### src/rtl/requant_relu8.sv
// rtl/requant_relu8.sv - requantize 12-bit neuron sums to 8-bit activations with optional ReLU, saturation and an output FIFO
module requant_relu8 #(
    parameter int DEPTH = 4,
    parameter int CNT_W = 16
) (
    input  logic             clk,
    input  logic             rst_n,
    input  logic             in_valid,
    output logic             in_ready,
    input  logic [11:0]      in_sum,
    input  logic [2:0]       shift,
    input  logic             relu_en,
    output logic             out_valid,
    input  logic             out_ready,
    output logic [7:0]       out_data,
    output logic             out_sat,
    output logic [CNT_W-1:0] sat_count
);

    localparam int PW = (DEPTH > 1) ? $clog2(DEPTH) : 1;
    localparam int CW = PW + 1;
    localparam logic signed [12:0] Q_MAX = 13'sd127;
    localparam logic signed [12:0] Q_MIN = -13'sd128;

    logic                    s1_valid;
    logic signed [12:0]      s1_r;
    logic [2:0]              s1_shift;
    logic                    s1_relu;

    logic                    s2_valid;
    logic signed [12:0]      s2_q;
    logic                    s2_relu;

    logic [PW-1:0]           wr_ptr;
    logic [PW-1:0]           rd_ptr;
    logic [CW-1:0]           fifo_count;
    logic [8:0]              mem [DEPTH];

    logic                    in_fire;
    logic signed [12:0]      in_r;
    logic signed [12:0]      rnd;
    logic signed [12:0]      rsum;
    logic signed [12:0]      s2_next;
    logic [7:0]              sat_data;
    logic                    sat_flag;
    logic                    wr_en;
    logic                    rd_en;
    logic [CW:0]             occupancy;

    // Every accepted sample already owns a FIFO slot, so the pipeline never stalls.
    assign occupancy = {1'b0, fifo_count} + (CW+1)'(s1_valid) + (CW+1)'(s2_valid);
    assign in_ready  = occupancy < (CW+1)'(DEPTH);
    assign in_fire   = in_valid & in_ready;
    assign in_r      = (relu_en && in_sum[11]) ? 13'sd0 : $signed({in_sum[11], in_sum});

    always_ff @(posedge clk) begin
        if (!rst_n) begin
            s1_valid <= 1'b0;
        end else begin
            s1_valid <= in_fire;
        end
        if (in_fire) begin
            s1_r     <= in_r;
            s1_shift <= shift;
            s1_relu  <= relu_en;
        end
    end

    // Round half up: add half an output LSB before the arithmetic shift.
    always_comb begin
        rnd = '0;
        if (s1_shift != 3'd0) begin
            rnd[s1_shift - 3'd1] = 1'b1;
        end
    end

    assign rsum    = s1_r + rnd;
    assign s2_next = rsum >>> s1_shift;

    always_ff @(posedge clk) begin
        if (!rst_n) begin
            s2_valid <= 1'b0;
        end else begin
            s2_valid <= s1_valid;
        end
        if (s1_valid) begin
            s2_q    <= s2_next;
            s2_relu <= s1_relu;
        end
    end

    always_comb begin
        sat_data = s2_q[7:0];
        sat_flag = 1'b0;
        if (s2_q > Q_MAX) begin
            sat_data = 8'h7f;
            sat_flag = 1'b1;
        end else if (s2_relu && (s2_q < 13'sd0)) begin
            sat_data = 8'h00;
            sat_flag = 1'b1;
        end else if (s2_q < Q_MIN) begin
            sat_data = 8'h80;
            sat_flag = 1'b1;
        end
    end

    assign wr_en     = s2_valid;
    assign out_valid = (fifo_count != '0);
    assign rd_en     = out_valid & out_ready;

    always_ff @(posedge clk) begin
        if (wr_en) begin
            mem[wr_ptr] <= {sat_data, sat_flag};
        end
    end

    // A read only retires an entry that existed before this edge.
    always_ff @(posedge clk) begin
        if (!rst_n) begin
            wr_ptr     <= '0;
            rd_ptr     <= '0;
            fifo_count <= '0;
        end else begin
            if (wr_en) begin
                wr_ptr <= wr_ptr + PW'(1);
            end
            if (rd_en) begin
                rd_ptr <= rd_ptr + PW'(1);
            end
            case ({wr_en, rd_en})
                2'b10:   fifo_count <= fifo_count + CW'(1);
                2'b01:   fifo_count <= fifo_count - CW'(1);
                default: fifo_count <= fifo_count;
            endcase
        end
    end

    always_ff @(posedge clk) begin
        if (!rst_n) begin
            sat_count <= '0;
        end else if (wr_en && sat_flag && (sat_count != {CNT_W{1'b1}})) begin
            sat_count <= sat_count + CNT_W'(1);
        end
    end

    assign out_data = out_valid ? mem[rd_ptr][8:1] : 8'h00;
    assign out_sat  = out_valid ? mem[rd_ptr][0]   : 1'b0;

endmodule

### config.mk
export PLATFORM = sky130hd
export DESIGN_NAME = requant_relu8
export DESIGN_NICKNAME = d
export VERILOG_FILES = /design/src/rtl/requant_relu8.sv
export SDC_FILE = /design/constraint.sdc
export NUM_CORES = 1
export LEC_CHECK = 0
export ABC_AREA = 1
export BUFFER_PORTS_ARGS = -buffer_cell sky130_fd_sc_hd__buf_4
export CAP_MARGIN = 25
export CORE_ASPECT_RATIO = 0.75
export CORE_UTILIZATION = 32
export DETAILED_ROUTE_END_ITERATION = 8
export HOLD_SLACK_MARGIN = 0.05
export SETUP_SLACK_MARGIN = 0.02
export SYNTH_ARGS = -nofsm -noshare
export SYNTH_HDL_FRONTEND = slang
export SYNTH_SLANG_ARGS = --single-unit
### constraint.sdc
create_clock -name clk -period 5.6 [get_ports clk]
set_clock_uncertainty 0.05 [all_clocks]
set_input_delay 1.12 -clock clk [delete_from_list [all_inputs] [get_ports clk]]
set_output_delay 1.12 -clock clk [all_outputs]
set_load 0.005 [all_outputs]
### Word-level counts from Yosys, hierarchy flattened

Memories as Yosys holds them, arrays and structs flattened. A register that Yosys moved wholly into a read port is not among the register bits.
Cells that the tools add are included.
W data, S select, Z words.

| storage, ports and cells | value |
|---|---|
| register bits | 55 |
| RAM bits | 36 |
| input port bits | 20 |
| memories | 1 |

| operators by class | value |
|---|---|
| add/sub/neg operators | 9 |
| order comparisons | 6 |
| equality and inequality tests | 3 |
| shifts and indexed selects | 1 |
| multiplexer cells | 16 |
| bitwise gates (word level) | 2 |
| reduce and logical (&&, ||, !) cells | 8 |

Memories:

| name | depth | width | read ports | clocked after memory_dff | wr ports | RTL line | text |
|---|---|---|---|---|---|---|---|
| mem | 4 | 9 | 1 | 1 | 1 | 37 | `logic [8:0] mem [DEPTH];` |

Operators by type and width:

| cell | count |
|---|---|
| $mux W8 | 5 |
| $add A16 B1 Y16 const B | 1 |
| $ne A16 B16 Y1 const B | 1 |
| $add A12 B9 Y13 | 1 |
| $gt A13 B8 Y1 const B | 1 |
| $lt A13 B1 Y1 const B | 1 |
| $lt A13 B8 Y1 const B | 1 |
| $sshr A13 B3 Y13 | 1 |
| $mux W1 | 7 |
| $pmux W3 S2 | 1 |
| $reduce_bool A3 Y1 | 2 |
| $sub A3 B1 Y3 const B | 2 |
| $logic_and A1 B1 Y1 | 5 |
| $lt A3 B5 Y1 const B | 1 |
| $add A2 B1 Y2 const B | 2 |
| $add A3 B1 Y4 | 1 |
| $add A4 B1 Y4 | 1 |
| $lt A4 B3 Y1 const B | 1 |
| $mux W2 | 2 |
| $add A3 B1 Y3 const B | 1 |
| $demux W1 S3 | 1 |
| $ge A3 B1 Y1 const B | 1 |
| $and A1 B1 Y1 | 2 |
| $eq A2 B1 Y1 const B | 1 |
| other kinds (2) | 2 |

### Longest topological paths before layout

| logic depth | value |
|---|---|
| word-level depth | 8 |
| mapped depth | 21 |
| gate-level depth less buffers | 19 |

### Worst setup path after synthesis

OpenSTA, ideal clock, no wires.

| timing path | value |
|---|---|
| path type | register to register |
| start point | reg s1_shift[0] |
| end point | reg s2_q[2], data pin |
| setup time | 254 ps |
| arrival time | 3017 ps |
| slack | 2279 ps |
| stages on the path, launching flop included | 20 |
| path buffers | 2 |
| clock period less this slack | 3321 ps |
| cell sequence | edfxtp_1 > clkbuf_1 > inv_1 > clkbuf_1 > ha_1 > xor2_1 > inv_1 > nand2_1 > nor2_1 > ha_1 > fa_1 > nand3_1 > nand3_1 > nand2_1 > nand2_1 > or2_2 > nand3_1 > nand3_1 > nand3_1 > nand2_1 |

| on the way | value |
|---|---|
| word-level cells in the longest chain between the ends | 8 |

Ends and longest elaborated chain:

| item | RTL line | text |
|---|---|---|
| start, declared | 27 | `logic [2:0] s1_shift;` |
| start signal, assigned | 64 | `s1_shift <= shift;` |
| $sub A3 B1 Y3 | 73 | `rnd[s1_shift - 3'd1] = 1'b1;` |
| $lt A3 B5 Y1 (implied by the code) or $ge A3 B1 Y1 (tied branches) | 73 |  |
| $logic_and A1 B1 Y1 (implied by the code) | 73 |  |
| $mux W1 (implied by the code) | 73 |  |
| $demux W1 S3 | 73 |  |
| $mux W8 | 72 | `if (s1_shift != 3'd0) begin` |
| $add A12 B9 Y13 | 77 | `assign rsum = s1_r + rnd;` |
| $sshr A13 B3 Y13 * | 78 | `assign s2_next = rsum >>> s1_shift;` |
| net s2_next[2] | 43 | `logic signed [12:0] s2_next;` |
| end signal, assigned | 87 | `s2_q <= s2_next;` |
| end, declared | 31 | `logic signed [12:0] s2_q;` |

The timed path passes the listed nets; every way through them passes the cells marked *.
A chain may end at the register's enable or synchronous reset.

### Worst setup path after layout

| timing path | value |
|---|---|
| start point | reg s1_shift[0] |
| end point | reg s2_q[0], data pin |

The elaborated chain is that of the path after synthesis.

==> results.cfg <==
[layout]
fin_util_pct = 38.21
drive_gt1_share_pct = 12.17
fillers = 1561
diodes = 0
final_nets = 675
syn_to_final_growth_pct = 16.84

[synth]
syn_inst = 595
synth-edff-count = 66
syn_area_per_cell_sq_um = 8.367
synth_area_leaders = edfxtp_1, nand2_1, dfxtp_1
synth_top_area_share_pct = 39.81
yosys_warnings = 0
ys.flop_type = edfxtp_1
yosys.area.top_type = edfxtp_1
synth_fp_nets = 634
yosysSeqAreaShare_pct = 50.67
synth_area_sq_um = 4979
async_reset_ff_share_pct = 0
ys_seq_elements = 93
ys_types = 39

[sta]
maxSlewHeadroom_pct = 41.64
setup_viol = 0
tns_ns = 0
fin_crit_ns = 3.714
finalCritPeriodShare_pct = 66.33
max_freq_mhz = 269.2
slew_viol_final = 0
rsz0062_at_grt = no
tightest_slew_ns = 0.8706
hold_violations = 0

[route]
vias = 3957
drc = 0
vias_per_cell = 4.677
drtAntennaViolNets = 0
drt_iter0_drc = 237
dr.pass1.iters = 6
wl_per_cell_microns = 12.71
wl_mm = 10.75

[clock_network]
cts.path.max_buffers = 2
clock_latency_ns = 0.35
cts_root_buffer = clkbuf_16
post-cts-setup-buffers = 0
cts_max_level = 3
cts_buffers = 9
path_clk_slew_ns = 0.07
post_cts_resized = 0
ctsHoldBuffers = 0
cts_sinks = 93
tritoncts = built

[power]
ir_drop_mv = 0.1545
power_density_nw_per_um2 = 296.7
power_leakage_nw = 2.445

[setup_path]
worstSetupPathType = flop to flop
cp.required_ns = 5.65
crit_path_start_kind = flop
critPathMaxFanout = 17
crit-reg2reg-launch = s1_shift[0]$_DFFE_PP_
reg2reg_depth = 17
r2r-end = s2_q[0]$_DFFE_PP_
arrival_ns = 3.77
r2r_slack_ns = 1.89
endpoint_kind = flop

[job]
drv_cap = 0

[floorplan]
row_count = 39
num_io_pins = 47
initial_core_util_pct = 32.70
coreArea_sq_um = 15220
die_w_microns = 146.0
die_y_microns = 110.0
floorplan.die_area_sq_um = 16070

[min_path]
hold_path.class = flop to flop
hold_start = s1_relu$_DFFE_PP_
whs_path_depth = 0
hold_end = s2_relu$_DFFE_PP_

[global_routing]
antenna_found_initial = 0
grt.overflow.total = 0
grt_max_degree = 20
grtUsageTotal_pct = 14.20
grt_pass1_wl_mm = 17.72
grt_pass1_vias = 3738

[place]
port_buffers = 46
hpwl_mm = 7.929
place_congestion = 0.8499

[outcome]
status = complete, no violations
## metal layers
| layer | up-vias | global-route usage (%) | share of wire (%) |
|---|---|---|---|
| met4 | 0 | 4.464 | 1.4 |
| met1 | 1809 | 19.08 | 52 |
| met5 | - | 0 | 0 |
| li1 | 2053 | - | - |
| met2 | 81 | 22.45 | 43 |
| met3 | 14 | 3.786 | 4.4 |
## cell families (layout without fill, tap and decap cells)
family	Yosys count	count (layout)	share of synthesized area (%)
flip-flops	93	93	50.67
adder cells (fa/ha/maj)	19	19	5.077
AO/OA/AOI/OAI	76	76	8.394
XOR/XNOR	13	13	2.287
AND/OR/NAND/NOR	310	310	26.87
buffers and inverters	84	130	6.710
## where the power goes
part           internal [mW]  leakage, nW  switching [mW]  total, mW
clock network          0.360        0.152           0.268      0.628
registers              0.778        0.833          0.0337      0.811
logic                  0.109         1.46           0.177      0.286
## flip-flops by register name, indices dropped and copies added, names as in the netlist, named ones only
signal / count
fifo_count: 3
s1_relu: 1
s1_valid: 1
sat_count: 16
s1_shift: 3
mem: 36
rd_ptr: 2
s1_r: 12
s2_valid: 1
wr_ptr: 2
s2_relu: 1
s2_q: 13
## through the flow
| stage | setup WS [ns] | hold slack [ns] | instance area, sq um | cells | power (mW) |
|---|---|---|---|---|---|
| after floorplan | 2.279 | 0.3503 | 4979 | 595 | 1.011 |
| after global placement | 2.063 | 0.3583 | 5504 | 830 | 1.106 |
| after detailed placement | 1.904 | 0.3667 | 5504 | 830 | 1.114 |
| after CTS | 1.891 | 0.3834 | 5817 | 846 | 1.748 |
| after global routing | 1.462 | 0.3962 | 5817 | 846 | 1.817 |
| final | 1.886 | 0.3803 | 5817 | 846 | 1.726 |
## Yosys cell counts, types with 2 or more instances
cell type and instances:
nand2_1 145, nor2_1 77, edfxtp_1 66, inv_1 65, nand3_1 61, a21oi_1 35
o21ai_0 33, dfxtp_1 27, ha_1 17, clkbuf_1 11, nor3_1 7, xnor2_1 7
nand4_1 6, xor2_1 6, or2_2 3, a21oi_2 2, buf_1 2, buf_6 2
fa_1 2, nor3_2 2
## worst max-delay path: stages, from the launching register on
cell and delay, ns:
edfxtp_1 0.64, inv_1 0.32, ha_1 0.30, xor2_1 0.22, inv_1 0.08, nand2_1 0.08
nor2_1 0.05, ha_1 0.23, fa_1 0.45, nand3_1 0.11, nand3_1 0.12, nand2_1 0.08
nand2_1 0.05, or2_2 0.29, nand3_1 0.12, nand3_1 0.11, nand3_1 0.10, nand2_1 0.06
## worst max-delay path by stage
stage / start / endpoint / cells after the start
after floorplan: s1_shift[0]$_DFFE_PP_ / s2_q[2]$_DFFE_PP_ / 19
after global placement: s1_shift[0]$_DFFE_PP_ / s2_q[0]$_DFFE_PP_ / 17
after detailed placement: s1_shift[0]$_DFFE_PP_ / s2_q[0]$_DFFE_PP_ / 17
after CTS: s1_shift[0]$_DFFE_PP_ / s2_q[0]$_DFFE_PP_ / 17
after global routing: s1_shift[0]$_DFFE_PP_ / s2_q[4]$_DFFE_PP_ / 17
final: s1_shift[0]$_DFFE_PP_ / s2_q[0]$_DFFE_PP_ / 17
## cells in the final DEF, fill, tap and decap left out, types with 2 or more instances in the layout
cell / n
nand2_1: 145
nor2_1: 77
edfxtp_1: 66
inv_1: 65
nand3_1: 61
buf_4: 46
a21oi_1: 35
o21ai_0: 33
dfxtp_1: 27
ha_1: 17
clkbuf_16: 11
xnor2_1: 7
nor3_1: 7
xor2_1: 6
nand4_1: 6
or2_2: 3
nor3_2: 2
inv_4: 2
a21oi_2: 2
fa_1: 2
## area by class of cell
type | instances | area, sq um | share of cell area (%)
Clock buffer | 12 | 279.0 | 4.797
Clock inverter | 4 | 33.78 | 0.5808
Inverter | 68 | 257.7 | 4.431
Multi-Input combinational cell | 418 | 2122 | 36.48
Sequential cell | 93 | 2522 | 43.36
Tap cell | 205 | 256.5 | 4.410
Timing Repair Buffer | 46 | 345.3 | 5.937
Note: power is estimated with default switching activity, not from simulation.
